[config.mk]
export PLATFORM = sky130hd
export DESIGN_NAME = phys_step_scheduler
export DESIGN_NICKNAME = d
export VERILOG_FILES = /design/src/rtl/phys_step_scheduler.sv
export SDC_FILE = /design/constraint.sdc
export NUM_CORES = 1
export LEC_CHECK = 0
export ABC_CLOCK_PERIOD_IN_PS = 22000
export BUFFER_PORTS_ARGS = -buffer_cell sky130_fd_sc_hd__buf_4
export CAP_MARGIN = 20
export CORE_ASPECT_RATIO = 1.4
export CORE_MARGIN = 1
export CORE_UTILIZATION = 30
export CTS_CLUSTER_SIZE = 25
export DETAILED_ROUTE_END_ITERATION = 16
export SLEW_MARGIN = 20
export SYNTH_ARGS = -nofsm -noshare
export SYNTH_HDL_FRONTEND = slang
export SYNTH_SLANG_ARGS = --single-unit
[constraint.sdc]
create_clock -name Clk -period 22 [get_ports Clk]
set_input_delay 2.2 -clock Clk [delete_from_list [all_inputs] [get_ports Clk]]
set_output_delay 2.2 -clock Clk [all_outputs]
set_load 0.05 [all_outputs]
[src/rtl/phys_step_scheduler.sv]
// Frame-synchronous position integrator for player 1, player 2 and the ball.
// Each frame pulse steps the three objects through one shared integrator slot
// apiece, clamps them to the playfield and publishes a coherent snapshot.
// Optional feature macro: PHYS_BOUNCE_EN (ball velocity reflects on clamped axes).
module phys_step_scheduler #(
  parameter logic [15:0] XMAX = 16'd639,
  parameter logic [15:0] YMAX = 16'd479
) (
  input  logic        Clk,
  input  logic        Reset,
  input  logic        frame_start,
  input  logic        vel_wr_en,
  input  logic [1:0]  vel_wr_sel,
  input  logic [31:0] vel_wr_data,
  input  logic        overrun_clr,
  output logic [31:0] p1_pos,
  output logic [31:0] p2_pos,
  output logic [31:0] b1_pos,
  output logic [31:0] p1_vel,
  output logic [31:0] p2_vel,
  output logic [31:0] b1_vel,
  output logic        busy,
  output logic        snap_valid,
  output logic        overrun
);

  typedef enum logic [2:0] {StIdle, StUpd0, StUpd1, StUpd2, StSnap} state_e;

  state_e      r_state;
  state_e      w_state_next;
  logic [31:0] r_pos      [3];
  logic [31:0] r_vel      [3];
  logic [31:0] r_snap_pos [3];
  logic [31:0] r_snap_vel [3];
  logic        r_busy;
  logic        r_snap_valid;
  logic        r_overrun;

  logic        w_upd;
  logic [1:0]  w_slot;
  logic        w_bypass;
  logic [31:0] w_pos_in;
  logic [31:0] w_vel_in;
  logic [16:0] w_sum_x;
  logic [16:0] w_sum_y;
  logic        w_hi_x;
  logic        w_hi_y;
  logic [15:0] w_new_x;
  logic [15:0] w_new_y;
  logic [31:0] w_pos_upd;
  logic [31:0] w_vel_upd;

`ifdef PHYS_BOUNCE_EN
  // Two's complement negation saturating the one unrepresentable case.
  function automatic logic [15:0] sat_neg(input logic [15:0] v);
    return (v == 16'h8000) ? 16'h7FFF : (~v + 16'd1);
  endfunction
`endif

  // Next-state logic for the step sequence.
  always_comb begin
    w_state_next = r_state;
    unique case (r_state)
      StIdle:  if (frame_start) w_state_next = StUpd0;
      StUpd0:  w_state_next = StUpd1;
      StUpd1:  w_state_next = StUpd2;
      StUpd2:  w_state_next = StSnap;
      StSnap:  w_state_next = StIdle;
      default: w_state_next = StIdle;
    endcase
  end

  // Select the object served by the integrator this cycle, with write bypass.
  always_comb begin
    w_upd  = 1'b1;
    w_slot = 2'd0;
    case (r_state)
      StUpd0:  w_slot = 2'd0;
      StUpd1:  w_slot = 2'd1;
      StUpd2:  w_slot = 2'd2;
      default: w_upd  = 1'b0;
    endcase
    w_bypass = w_upd && vel_wr_en && (vel_wr_sel == w_slot);
    w_pos_in = r_pos[0];
    w_vel_in = r_vel[0];
    case (w_slot)
      2'd1:    begin w_pos_in = r_pos[1]; w_vel_in = r_vel[1]; end
      2'd2:    begin w_pos_in = r_pos[2]; w_vel_in = r_vel[2]; end
      default: ;
    endcase
    if (w_bypass) w_vel_in = vel_wr_data;
  end

  // Shared integrator: 17-bit signed sum per axis, clamped to [0, max].
  always_comb begin
    w_sum_x = {1'b0, w_pos_in[31:16]} + {w_vel_in[31], w_vel_in[31:16]};
    w_sum_y = {1'b0, w_pos_in[15:0]}  + {w_vel_in[15], w_vel_in[15:0]};
    w_hi_x  = !w_sum_x[16] && (w_sum_x[15:0] > XMAX);
    w_hi_y  = !w_sum_y[16] && (w_sum_y[15:0] > YMAX);
    w_new_x = w_sum_x[16] ? 16'd0 : (w_hi_x ? XMAX : w_sum_x[15:0]);
    w_new_y = w_sum_y[16] ? 16'd0 : (w_hi_y ? YMAX : w_sum_y[15:0]);
    w_pos_upd = {w_new_x, w_new_y};
    w_vel_upd = w_vel_in;
`ifdef PHYS_BOUNCE_EN
    // Only the ball slot reflects; players always keep their velocity.
    if (r_state == StUpd2) begin
      if (w_sum_x[16] || w_hi_x) w_vel_upd[31:16] = sat_neg(w_vel_in[31:16]);
      if (w_sum_y[16] || w_hi_y) w_vel_upd[15:0]  = sat_neg(w_vel_in[15:0]);
    end
`endif
  end

  // FSM state, status flags and overrun bookkeeping.
  always_ff @(posedge Clk or posedge Reset) begin
    if (Reset) begin
      r_state      <= StIdle;
      r_busy       <= 1'b0;
      r_snap_valid <= 1'b0;
      r_overrun    <= 1'b0;
    end else begin
      r_state      <= w_state_next;
      r_busy       <= (w_state_next != StIdle);
      r_snap_valid <= (r_state == StSnap);
      // A new overrun beats a simultaneous clear.
      if (frame_start && (r_state != StIdle)) r_overrun <= 1'b1;
      else if (overrun_clr)                    r_overrun <= 1'b0;
    end
  end

  // Object state: integrator slot owns pos/vel[k] in UPDk, otherwise host writes.
  always_ff @(posedge Clk or posedge Reset) begin
    if (Reset) begin
      for (int i = 0; i < 3; i++) begin
        r_pos[i] <= 32'h0;
        r_vel[i] <= 32'h0;
      end
    end else begin
      for (int i = 0; i < 3; i++) begin
        if (w_upd && (w_slot == 2'(i))) begin
          r_pos[i] <= w_pos_upd;
          r_vel[i] <= w_vel_upd;
        end else if (vel_wr_en && (vel_wr_sel == 2'(i))) begin
          r_vel[i] <= vel_wr_data;
        end
      end
    end
  end

  // Snapshot captures pos/vel as they stand entering SNAP.
  always_ff @(posedge Clk or posedge Reset) begin
    if (Reset) begin
      for (int i = 0; i < 3; i++) begin
        r_snap_pos[i] <= 32'h0;
        r_snap_vel[i] <= 32'h0;
      end
    end else if (r_state == StSnap) begin
      for (int i = 0; i < 3; i++) begin
        r_snap_pos[i] <= r_pos[i];
        r_snap_vel[i] <= r_vel[i];
      end
    end
  end

  assign p1_pos     = r_snap_pos[0];
  assign p2_pos     = r_snap_pos[1];
  assign b1_pos     = r_snap_pos[2];
  assign p1_vel     = r_snap_vel[0];
  assign p2_vel     = r_snap_vel[1];
  assign b1_vel     = r_snap_vel[2];
  assign busy       = r_busy;
  assign snap_valid = r_snap_valid;
  assign overrun    = r_overrun;

endmodule

==> results.toml <==
[final_layout]
final_cell_mix = "dfrtp_1, buf_4, mux2_2"
drive_gt1_frac = 0.283
finish.utilization = 0.369
final_common_cell = "dfrtp_1"
fin_nets = 1988
fill_cells = 6223
final_area_um2 = 22800
antenna_cells = 0
area_growth_pct = 21.9

[global_route]
antenna_found_initial = 1
grt_pass1_wl_um = 92900
grt_max_degree = 127
track_usage = 0.192
grt_overflow = 0
grt_pass1_vias = 14700

[timing]
setup_ws_ns = 14.89
fin_tns_setup_ns = 0
finalClockSkew_ns = 0.0268
fmax_ghz = 0.141
drv_slew = 0
setup_viol = 0
max_slew_margin = 0.249
finalHoldViolations = 0
worst_pin_slew_ns = 1.09
final.period_utilization = 0.323
grt_setup_unrepaired = "no"
timing.final.crit_period_ns = 7.11

[routing]
drc = 0
via_per_inst = 5.25
first_iter_violations = 1070
wl_per_cell_um = 22.0
drtPass1Iterations = 5
wl_um = 60800
vias = 14500
ant_nets = 0

[setup_path]
reg2reg_from = "r_state[1]"
crit_chain = "buf_4 -> nand2b_1 -> a21oi_1 -> and2_2 -> buf_4 -> a211oi_1 -> a21oi_1 -> inv_1 -> ha_1 -> fa_1 -> a211oi_1 -> nor2_1 -> nor3b_1 -> a221o_1 -> a21oi_2 -> or3_1 -> nand4_1 -> nor3_4 -> a311oi_1"
crit_type = "input port to register"
cp_data_arrival_time_ns = 7.53
cp-startpoint = "vel_wr_sel[0]"
critPathSlowestCell = "nor3_4"
path_max_fanout = 33
cp.buffers_inverters = 3
critPathMaxStageDelay_ns = 0.74
cp.required_ns = 22.41
critPathCaptureType = "register"
cp-start-kind = "input port"
crit_family = "simple AND/OR/NAND/NOR gates"

[synth]
synth_edf_count = 0
synth-compound-area-share = 0.165
synth_top_family_by_area = "compound AO/OA/AOI/OAI gates"
synth_area_leaders = "dfrtp_1, mux2_2, o21ai_0"
ys.flop_type = "dfrtp_1"
avgSynthCellArea_um2 = 10.8
muxShareOfSynthArea = 0.143
synth-xor-area-share = 0.00748
yosys.area_share.adder = 0.0275
ys_seq_area_frac = 0.521
synth_top_area_frac = 0.521
yosys_warnings = 0
yosys.area_share.simple = 0.0953
synth_top_cell_by_area = "dfrtp_1"
synth-seq-cells = 390
synthesis.nets = 1811
ys_types = 65
synthArstFlopShare = 1.00
synthesis.area_um2 = 18700
synthCells = 1732

[cts]
path_clk_slew_ns = 0.06
clock_path_buffers = 3
cts_root_buf = "clkbuf_16"
cts-resized-gates = 0
clock-sinks = 390
htreeDepth = 2
cts_buffers = 42
postCtsSetupBuffers = 0
cts_tree = "yes"
cts_hold_buffers = 0
clock_latency_ns = 0.58

[floorplan]
design.core.area_um2 = 61900
die-area_um2 = 63500
chipWidth_um = 213
die_y_um = 298
start_util = 0.303
rows = 108
io_pins = 234

[outcome]
outcome = "complete, no violations"

[worst_hold_path]
min_path_type = "register to register"
min-delay-start = "r_vel[24]"

[placed_design]
place_area_um2 = 21300
dp_hpwl_um = 41900
gp_congestion = 0.880
post-place-ws_ns = 14.06
port_buffers = 233

[run]
cap_violations = 0
-- final timing paths --
kind | end | slack [ns] | cells after the start
setup / recovery | r_pos[3] | 14.89 | 19
hold / removal | r_vel[24] | 0.50 | 2
setup reg to reg | r_pos[3] | 15.18 | 18
hold reg to reg | r_vel[24] | 0.50 | 2
max in group asynchronous | b1_vel[31] | 17.73 | 4
min in group asynchronous | b1_vel[9] | 1.84 | 2
-- per-stage QoR --
stage,instances,hold slack (ns)
floorplan,1732,0.466
global placement,2689,0.487
detailed placement,2689,0.494
CTS,2766,0.508
global route,2767,0.523
finish,2767,0.505
-- worst register-to-register path, stage by stage, from the launching register on --
cell,delay [ns]
dfrtp_1,0.58
nor2b_1,0.22
nand2b_1,0.25
inv_1,0.21
ha_2,0.67
buf_4,0.71
a22oi_1,0.20
nand2_1,0.10
o21ai_0,0.08
o21ai_0,0.44
ha_1,0.37
a21oi_1,0.70
nor3b_1,0.12
a211oi_1,0.44
mux2i_1,0.14
a211oi_1,0.20
nand4_1,0.26
nor3_4,0.74
a311oi_1,0.23
-- synth_stat cells (4+ instances only) --
cell type	n
o211ai_1	5
nor2_1	117
a311oi_1	36
mux2_2	196
o22ai_1	5
nand3_1	12
buf_2	4
clkbuf_1	104
a21o_1	22
nand2b_1	6
buf_1	13
nand4_1	14
a211oi_1	27
nor3b_1	6
o21a_1	5
a31oi_1	15
o21ai_0	133
xnor2_1	9
ha_1	38
inv_1	68
mux2i_1	48
a22o_1	4
nor2b_1	41
dfrtp_1	390
a31o_2	5
and3_1	4
nand2_1	134
a21oi_1	85
and2_1	18
xor2_1	7
nor3_1	15
a22oi_1	63
a222oi_1	30
-- per-layer routing --
| metal | global-route usage | vias up | share of wire |
|---|---|---|---|
| met3 | 0.0420 | 84 | 0.064 |
| li1 | - | 6639 | - |
| met1 | 0.249 | 7355 | 0.43 |
| met4 | 0.0641 | 2 | 0.029 |
| met2 | 0.316 | 436 | 0.48 |
| met5 | 0 | - | 0.00015 |
-- area by class of cell --
| type | count | area [um2] | share of cell area |
|---|---|---|---|
| clock buffer | 52 | 1140 | 0.0499 |
| clock inverter | 25 | 368 | 0.0161 |
| inverter | 68 | 263 | 0.0115 |
| multi-input combinational | 1150 | 8330 | 0.365 |
| sequential | 390 | 9760 | 0.427 |
| tap | 825 | 1030 | 0.0452 |
| timing repair buffer | 257 | 1940 | 0.0851 |
-- registers in the layout, summed over array words and instances (netlist names) --
signal,flops
p2_pos,32
p2_vel,32
r_vel,96
r_state,3
r_pos,96
b1_pos,32
p1_vel,32
busy,1
b1_vel,32
overrun,1
p1_pos,32
snap_valid,1
-- cell families after synthesis --
| logic type | count (synthesis) |
|---|---|
| AND/OR/NAND/NOR | 385 |
| AO/OA/AOI/OAI | 465 |
| flip-flops | 390 |
| buffers and inverters | 192 |
| XOR/XNOR | 16 |
| adder cells (fa/ha/maj) | 40 |
| multiplexers | 244 |
Power is left out: the tool's default activity adds up to more than one toggle a clock period on the data nets, which glitch-free logic cannot reach.
